[src/rtl/uart_pkg.sv]
// uart_pkg: state encoding and default frame constants shared by the UART blocks.
package uart_pkg;
  typedef enum logic [1:0] {IDLE, START, DATA, STOP} uart_rx_state_t;
  localparam int DBIT_DEFAULT    = 8;
  localparam int OVS_DEFAULT     = 16;
  localparam int SB_TICK_DEFAULT = 16;
endpackage

[src/rtl/sync_2ff.sv]
// sync_2ff: two-flop synchronizer for one asynchronous bit, resets to the idle-high level.
module sync_2ff (
  input  logic clk,
  input  logic reset,
  input  logic d_i,
  output logic q_o
);
  logic s1_q, s2_q;
  always_ff @(posedge clk) begin
    if (reset) {s2_q, s1_q} <= 2'b11;
    else       {s2_q, s1_q} <= {s1_q, d_i};
  end
  assign q_o = s2_q;
endmodule

[src/rtl/uart_rx.sv]
// uart_rx: 8N1 oversampling UART receiver, samples each bit mid-period off s_tick.
module uart_rx
  import uart_pkg::*;
#(
  parameter int DBIT    = DBIT_DEFAULT,
  parameter int SB_TICK = SB_TICK_DEFAULT,
  parameter int OVS     = OVS_DEFAULT
) (
  input  logic            clk,
  input  logic            reset,
  input  logic            rx,
  input  logic            s_tick,
  output logic [DBIT-1:0] dout,
  output logic            rx_done_tick,
  output logic            frame_err
);
  localparam int SW = $clog2(OVS);
  localparam int NW = $clog2(DBIT);
  uart_rx_state_t  state_q;
  logic [SW-1:0]   s_q;
  logic [NW-1:0]   n_q;
  logic [DBIT-1:0] b_q, dout_q;
  logic            done_q, ferr_q, rx_s;
  sync_2ff u_sync (.clk(clk), .reset(reset), .d_i(rx), .q_o(rx_s));
  always_ff @(posedge clk) begin
    if (reset) begin
      state_q <= IDLE;
      s_q     <= '0;
      n_q     <= '0;
      b_q     <= '0;
      dout_q  <= '0;
      done_q  <= 1'b0;
      ferr_q  <= 1'b0;
    end else begin
      done_q <= 1'b0;
      case (state_q)
        IDLE: if (!rx_s) begin
          state_q <= START;
          s_q     <= '0;
        end
        START: if (s_tick) begin
          if (s_q == SW'(OVS/2-1)) begin
            // a start bit that is high again at its midpoint was a glitch
            state_q <= rx_s ? IDLE : DATA;
            s_q     <= '0;
            n_q     <= '0;
          end else s_q <= s_q + 1'b1;
        end
        DATA: if (s_tick) begin
          if (s_q == SW'(OVS-1)) begin
            b_q     <= {rx_s, b_q[DBIT-1:1]};
            s_q     <= '0;
            n_q     <= (n_q == NW'(DBIT-1)) ? n_q : n_q + 1'b1;
            state_q <= (n_q == NW'(DBIT-1)) ? STOP : DATA;
          end else s_q <= s_q + 1'b1;
        end
        STOP: if (s_tick) begin
          if (s_q == SW'(SB_TICK-1)) begin
            dout_q  <= b_q;
            ferr_q  <= ~rx_s;
            done_q  <= 1'b1;
            state_q <= IDLE;
          end else s_q <= s_q + 1'b1;
        end
        default: state_q <= IDLE;
      endcase
    end
  end
  assign dout         = dout_q;
  assign rx_done_tick = done_q;
  assign frame_err    = ferr_q;
endmodule

[config.mk]
export PLATFORM = sky130hd
export DESIGN_NAME = uart_rx
export DESIGN_NICKNAME = d
export VERILOG_FILES = /design/src/rtl/uart_pkg.sv /design/src/rtl/sync_2ff.sv /design/src/rtl/uart_rx.sv
export SDC_FILE = /design/constraint.sdc
export NUM_CORES = 1
export LEC_CHECK = 0
export BUFFER_PORTS_ARGS = -buffer_cell sky130_fd_sc_hd__buf_2
export CAP_MARGIN = 5
export CORE_ASPECT_RATIO = 1.5
export CORE_MARGIN = 4
export CORE_UTILIZATION = 56
export DETAILED_ROUTE_END_ITERATION = 8
export HOLD_SLACK_MARGIN = 0.08
export PLACE_DENSITY = 0.77
export REMOVE_ABC_BUFFERS = 1
export SLEW_MARGIN = 20
export SYNTH_ARGS = -nofsm -noshare
export SYNTH_HDL_FRONTEND = slang
export SYNTH_SLANG_ARGS = --single-unit
[constraint.sdc]
create_clock -name clk -period 2.4 [get_ports clk]
set_clock_uncertainty 0.05 [all_clocks]
set_input_delay 0.72 -clock clk [delete_from_list [all_inputs] [get_ports clk]]
set_output_delay 0.72 -clock clk [all_outputs]
set_load 0.005 [all_outputs]
Yosys cells after proc, flatten, opt, wreduce, memory -nomap -nowiden
Index checks and enable logic that the tools add are counted.
{"block": "word_totals", "out_inout_bits": 10, "in_bits": 4, "reg_bits": 29}
{"block": "classes", "bitwise": 3, "muxes": 25, "reduce_logical": 8, "addsub": 2, "n_eq_ne": 15}
{"op": "4-bit two-way mux", "n": 7}
{"op": "2-bit inequality test (second input constant)", "n": 9}
{"op": "2-bit two-way mux", "n": 8}
{"op": "4-bit case mux with 4 select lines", "n": 1}
{"op": "3-bit two-way mux", "n": 5}
{"op": "2-bit case mux with 4 select lines", "n": 1}
{"op": "7-bit AND reduction", "n": 1}
{"op": "3-bit case mux with 2 select lines", "n": 1}
{"op": "3-bit AND reduction", "n": 2}
{"op": "6-bit AND reduction", "n": 1}
{"op": "5-bit AND reduction", "n": 1}
{"op": "4-bit by 1-bit adder with 4-bit output (second input constant)", "n": 1}
{"op": "2-bit == test (second input constant)", "n": 2}
{"op": "4-bit by 3-bit == test with 1-bit output (second input constant)", "n": 1}
{"op": "4-bit == test (second input constant)", "n": 1}
{"op": "3-bit by 1-bit adder with 3-bit output (second input constant)", "n": 1}
{"op": "3-bit == test (second input constant)", "n": 1}
{"op": "1-bit NOT", "n": 3}
{"op": "3-bit OR reduction", "n": 1}
{"op": "2-bit by 1-bit == test with 1-bit output (second input constant)", "n": 1}
{"op": "2-bit logical NOT", "n": 1}
{"op": "1-bit two-way mux", "n": 2}
{"op": "2-bit nonzero test", "n": 1}

Longest topological paths before layout
Gate-level depths: netlist (run 1).
{"block": "logic_depth", "ltp_word": 5, "depth_mapped": 6, "ltp_nobuf": 6}

By module
Synthesis (run 1) repeated with hierarchy kept, for this count alone.
{"block": "unflattened", "cells_unflattened": 128, "hier_area_um2": 1251.2}
{"mod": "uart_rx", "cells_each": 124, "area_each_um2": 1198.6, "n_inst": 1}
{"mod": "sync_2ff", "cells_each": 4, "area_each_um2": 52.6, "n_inst": 1}

Worst setup path before layout (run 1)
OpenSTA, ideal clock, no wires.
{"block": "synth_path", "path_kind": "reg-to-reg", "startpoint": "reg n_q[0]", "endpoint": "reg n_q[0]", "period_less_slack_ns": 1.855, "path_slack_ns": 0.545, "path_stages_with_launch": 7, "path_buffers": 0, "arrival_time_ns": 1.735, "setup_time_ns": 0.070, "cell_sequence": "dfxtp_1 -> ha_1 -> ha_1 -> and4bb_1 -> o2111ai_2 -> or4b_1 -> a21oi_1"}
{"block": "synth_via", "elab_chain_cells": 5, "elab_cells_between_ends": 8, "cone_classes": "add/sub: 1; eq/ne: 2; mux: 4; reduce/logical: 1"}
{"element": "from (decl)", "line_no": "uart_rx.sv:21", "source": "logic [NW-1:0] n_q;"}
{"element": "from (signal assigned)", "line_no": "uart_rx.sv:53", "source": "n_q <= (n_q == NW'(DBIT-1)) ? n_q : n_q + 1'b1;"}
{"element": "3-bit by 1-bit adder with 3-bit output", "line_no": "uart_rx.sv:53"}
{"element": "3-bit two-way mux", "line_no": "uart_rx.sv:53"}
{"element": "3-bit two-way mux", "line_no": "uart_rx.sv:50", "source": "if (s_q == SW'(OVS-1)) begin"}
{"element": "3-bit two-way mux", "line_no": "uart_rx.sv:49", "source": "DATA: if (s_tick) begin"}
{"element": "3-bit case mux with 2 select lines", "line_no": "uart_rx.sv:36", "source": "case (state_q)"}
Parallel ways exist; a longest one is shown, timed or not. The select of a mux whose other input is x is not followed.
A chain may end at the register's enable or synchronous reset.

Final worst setup path (run 1)
Ends and elaborated chain as after synthesis.

==> metrics.cfg, run 1 <==
[cts]
cts_tree=done
cts_max_path_buffers=2
htreeDepth=2
numCtsBuffers=5
clk_latency_ns=0.33
clk_pin_slew_worst_paths_ns=0.09
post_cts_resized=0
holdBufCountCts=0
cts_root_buf=clkbuf_4
cts_sinks=29
cts_setup_buffers=0

[global_routing]
grt_pass1_wl_mm=3.99
grtUsageTotal=0.182
grt_pass1_vias=941
antenna_found_initial=0
overflow=0
grt_max_degree=31

[timing]
worst_slack_ns=0.426
period_minus_slack_ns=1.97
setup_violations=0
max_freq_mhz=507
fin_setup_tns_ns=0
tightest_slew_ns=0.504
maxSlewViolCount=0
whs_ns=0.366
maxSlewHeadroom=0.663
rsz0062_at_grt=false
fin_crit_sh=0.823
hold_viol=0

[yosys]
synthArstFlopShare=0
synth_ff_type=dfxtp_1
synth.area.top_cells=dfxtp_1 47%, mux2i_1 16%, nor2_1 7.5%
syn_area_per_cell_sq_um=9.65
synth.largest_area_cell=dfxtp_1
synth_cells=129
synth_top_area_frac=0.466
yosysSeqAreaShare=0.466
synth_cell_types=34
ys_ff_latch=29
post-synth-top-count-cell=dfxtp_1
syn_area_sq_mm=0.00124
ys_warn_count=0
yosys-top-cells-count=29 x dfxtp_1, 25 x nor2_1, 20 x mux2i_1
synth_edf_count=0

[floorplanning]
die_x_microns=46.5
core_sq_mm=0.00208
die-area_sq_mm=0.00306
row_count=20
die_y_microns=65.7
start_util=0.599
boundaryPins=14

[route]
drc=0
dr_total_vias=934
wl_mm=2.19
dr.pass1.iters=4
avgViaCountPerCell=5.66
avgRoutedWirePerCell_microns=13.3
final_antenna_net_count=0
drt_iter0_markers=22

[layout]
antenna_cells=0
seqCellArea_sq_um=581
multi_input_area_sq_um=613
final_cells=165
fin_util=0.667
fin_nets=149
areaGrowthSynthToFinish_pct=11.4
drive_gt1_frac=0.168
fill_cells=183
fin_area_sq_mm=0.00139

[critical_path]
crit_required_ns=2.61
crit_start=n_q[0]
worstSetupPathType=flip-flop to flip-flop
cp-end-kind=flip-flop
path_max_fanout=4
worst-endpoint-arrival_ns=2.19
worst_setup_path_start_kind=flip-flop
rrSetupSlack_ns=0.43
r2r_start=n_q[0]

[pwr]
p_leak_nw=0.624
ir_drop_mv=0.456
power.total_mw=0.947
p_per_area_mw_per_mm2=683

[place]
numPortBuffers=13
dp_hpwl_mm=1.49
post-place-ws_ns=0.350
gp_congestion=0.824
dp.cells=157
place_area_sq_mm=0.00130

[min_path]
hp-start=u_sync.s1_q
hold_path.class=flip-flop to flip-flop

[outcome]
outcome=complete, no violations

[flow_run]
max_cap_violations=0

==> report_power, final <==
group          internal (mW)  switching (mW)
clock                  0.249           0.172
combinational         0.0136          0.0207
sequential             0.485         0.00742
==> placed cells by master, fill, tap and decap left out, types with 3 or more instances in the layout <==
master,instances
nand2_1,7
a21oi_1,5
mux2i_1,20
clkbuf_4,5
inv_1,4
dfxtp_1,29
buf_2,13
nor2_1,25
ha_1,3
==> critical path: stages, from the launching register on <==
cell and delay, ns:
dfxtp_1 0.33, ha_1 0.20, ha_1 0.20, and4bb_1 0.28
o2111ai_2 0.17, or4b_1 0.53, a21oi_1 0.14
==> worst paths after layout <==
path                                    to  cells past startpoint
worst max-delay path                n_q[0]                      6
worst max register to register      n_q[0]                      6
worst min-delay path            u_sync.q_o                      1
worst min register to register  u_sync.q_o                      1
==> sequential cells by signal, summed over array words and instances (netlist names), named ones only <==
register and count:
b_q 8, dout 8, s_q 4, n_q 3
frame_err 1, rx_done_tick 1, state_q 1, u_sync.q_o 1
u_sync.s1_q 1
==> cells by family after synthesis <==
family | Yosys count | share of synthesized area
compound gates | 15 | 0.0864
fa+ha+maj | 3 | 0.0302
buf+inv | 11 | 0.0412
flops | 29 | 0.466
mux | 20 | 0.161
simple gates | 51 | 0.215
==> layer usage <==
metal,global-route usage,wire length (microns),vias up,part of all wire
li1,-,-,476,-
met1,0.198,979,434,0.45
met2,0.284,1050,18,0.48
met3,0.0658,105,6,0.048
met4,0.114,61,0,0.028
met5,0,0,-,0
==> cell type report <==
cell class,instances,area share
Multi-Input combinational cell,89,0.442
Tap cell,22,0.0199
Timing Repair Buffer,13,0.0469
Inverter,4,0.0108
Sequential cell,29,0.419
Clock inverter,1,0.0217
Clock buffer,7,0.0397
No activity file was read; power rests on OpenSTA's default activity.
==> run 2: changes to the inputs <==
--- a/config.mk
+++ b/config.mk
@@ -9,10 +9,10 @@
 export CAP_MARGIN = 5
 export CORE_ASPECT_RATIO = 1.5
 export CORE_MARGIN = 4
-export CORE_UTILIZATION = 56
+export CORE_UTILIZATION = 50
 export DETAILED_ROUTE_END_ITERATION = 8
 export HOLD_SLACK_MARGIN = 0.08
-export PLACE_DENSITY = 0.77
+export PLACE_DENSITY = 0.73
 export REMOVE_ABC_BUFFERS = 1
 export SLEW_MARGIN = 20
 export SYNTH_ARGS = -nofsm -noshare
==> constraint.sdc (replaced) <==
create_clock -name clk -period 1.81 [get_ports clk]
set_clock_uncertainty 0.05 [all_clocks]
set_input_delay 0.543 -clock clk [delete_from_list [all_inputs] [get_ports clk]]
set_output_delay 0.543 -clock clk [all_outputs]
set_load 0.005 [all_outputs]
==> run 2 against run 1 <==
Compared with the run above: the flow now finishes with violations (negative setup slack); routed wire length is 6.7% higher; combinational power is 78% higher; maximum frequency up 8.6%; worst hold slack got worse by 0.025 ns; setup slack lost 0.43 ns; clock power increased by 33%; register-to-register slack got worse by 0.43 ns; via count up 4.9%; sequential power grew 32%; largest power group unchanged.
==> metrics.cfg, run 2 (synthesis gave the netlist of run 1 again) <==
[outcome]
outcome=finished, violations left
violations=negative setup slack

[critical_path]
crit_required_ns=2.03
r2r_end=n_q[0]
path_max_fanout=2
reg2regPathDepth=6
worst-endpoint-arrival_ns=2.03
rrSetupSlack_ns=-0.007
cp-end-kind=flip-flop
worstSetupPathType=flip-flop to flip-flop
r2r_start=n_q[0]
worst_setup_path_start_kind=flip-flop

[layout]
fin_area_sq_mm=0.00155
multi_input_area_sq_um=658
areaGrowthSynthToFinish_pct=24.1
layout_commonest_cell=dfxtp_1
fill_cells=191
mostFrequentLayoutCells=26 x dfxtp_1, 25 x nor2_1, 20 x mux2i_1
drive_gt1_frac=0.312
fin_util=0.668
seqCellArea_sq_um=584
fin_nets=163
antenna_cells=0

[cts]
holdBufCountCts=0
clk_latency_ns=0.33
cts_root_buf=clkbuf_4
cts_tree=done
htreeDepth=2
cts_sinks=29
numCtsBuffers=5
clk_pin_slew_worst_paths_ns=0.10
cts_max_path_buffers=2

[timing]
period_minus_slack_ns=1.82
maxSlewViolCount=0
whs_ns=0.341
fin_crit_sh=1.00
hold_viol=0
max_freq_mhz=550
maxSlewHeadroom=0.665
rsz0062_at_grt=true
worst_slack_ns=-0.00708
tightest_slew_ns=0.502
setup_violations=1

[pwr]
ir_drop_mv=0.592
p_per_area_mw_per_mm2=823
power.total_mw=1.27
p_leak_nw=0.689

[min_path]
whs_path_depth=2
hold_end=u_sync.s1_q
hold_path.class=input port to flip-flop
hp-start=rx

[route]
wl_mm=2.34
avgViaCountPerCell=5.44
drc=0
dr_total_vias=980
avgRoutedWirePerCell_microns=13.0
drt_iter0_markers=16
dr.pass1.iters=4
final_antenna_net_count=0

[floorplanning]
row_count=21
die_x_microns=48.7
die-area_sq_mm=0.00337
boundaryPins=14
core_sq_mm=0.00231
die_y_microns=69.1
start_util=0.538

[global_routing]
overflow=0
grt_pass1_vias=969
grt_max_degree=31
antenna_found_initial=0
grt_pass1_wl_mm=4.19
grtUsageTotal=0.161

[place]
dp_hpwl_mm=1.62
place_area_sq_mm=0.00139
post-place-ws_ns=-0.0836
numPortBuffers=13
gp_congestion=0.843

[flow_run]
max_cap_violations=0

run 2: cell types whose count changed in the layout (fill, tap and decap cells not counted), moves of 3 or more:
cell	before	now
dfxtp_1	29	26
ha_1	3	0
buf_4	0	14
dfxtp_2	0	3
run 2: worst max-delay path: stages, from the launching register on:
cell	delay (ns)
dfxtp_2	0.34
ha_4	0.16
ha_4	0.15
and4bb_1	0.25
o2111ai_2	0.12
or4b_4	0.54
a21oi_2	0.15
run 2: worst max-delay path by stage:
stage                       from  endpoint  slack [ns]  depth (start not counted)
after floorplan           n_q[0]    n_q[0]       -0.04                          6
after global placement    n_q[0]    n_q[0]      -0.009                          6
after detailed placement  n_q[0]    n_q[0]       -0.08                          6
after CTS                 n_q[1]    n_q[0]       -0.02                          6
after global routing      n_q[1]    n_q[0]       -0.07                          6
final                     n_q[0]    n_q[0]      -0.007                          6
run 2: through the flow:
step,setup TNS (ns),instances
detailed placement,-0.0836,170
global route,-0.0702,180
floorplan,-0.0436,122
CTS,-0.0200,180
finish,-0.00708,180
global placement,-0.00858,170
run 2: area by class of cell:
type,instances,area share
clock inverters,2,0.0243
clock buffers,6,0.0332
flip-flops and latches,29,0.378
inverters,4,0.00972
repair buffers,27,0.110
well taps,23,0.0186
multi-input cells,89,0.426
run 2: where the power goes:
part	internal [mW]	switching, mW	total [mW]
logic	0.0268	0.0345	0.0612
clock network	0.328	0.234	0.562
registers	0.643	0.00583	0.649
total	0.998	0.274	1.27
run 2: layer usage:
metal	GRT usage	wire length (microns)	up-vias
met5	0	0	-
met4	0.126	78	0
met3	0.0539	103	5
met2	0.246	1110	20
met1	0.178	1050	447
li1	-	-	508
run 2: what timing repair did:
action	4_1_cts	5_1_grt
endpoints found under the setup margin	1	9
pin swaps	5	3
endpoints found under the hold margin	0	0
resized for setup	6	6
buffers inserted	2	0
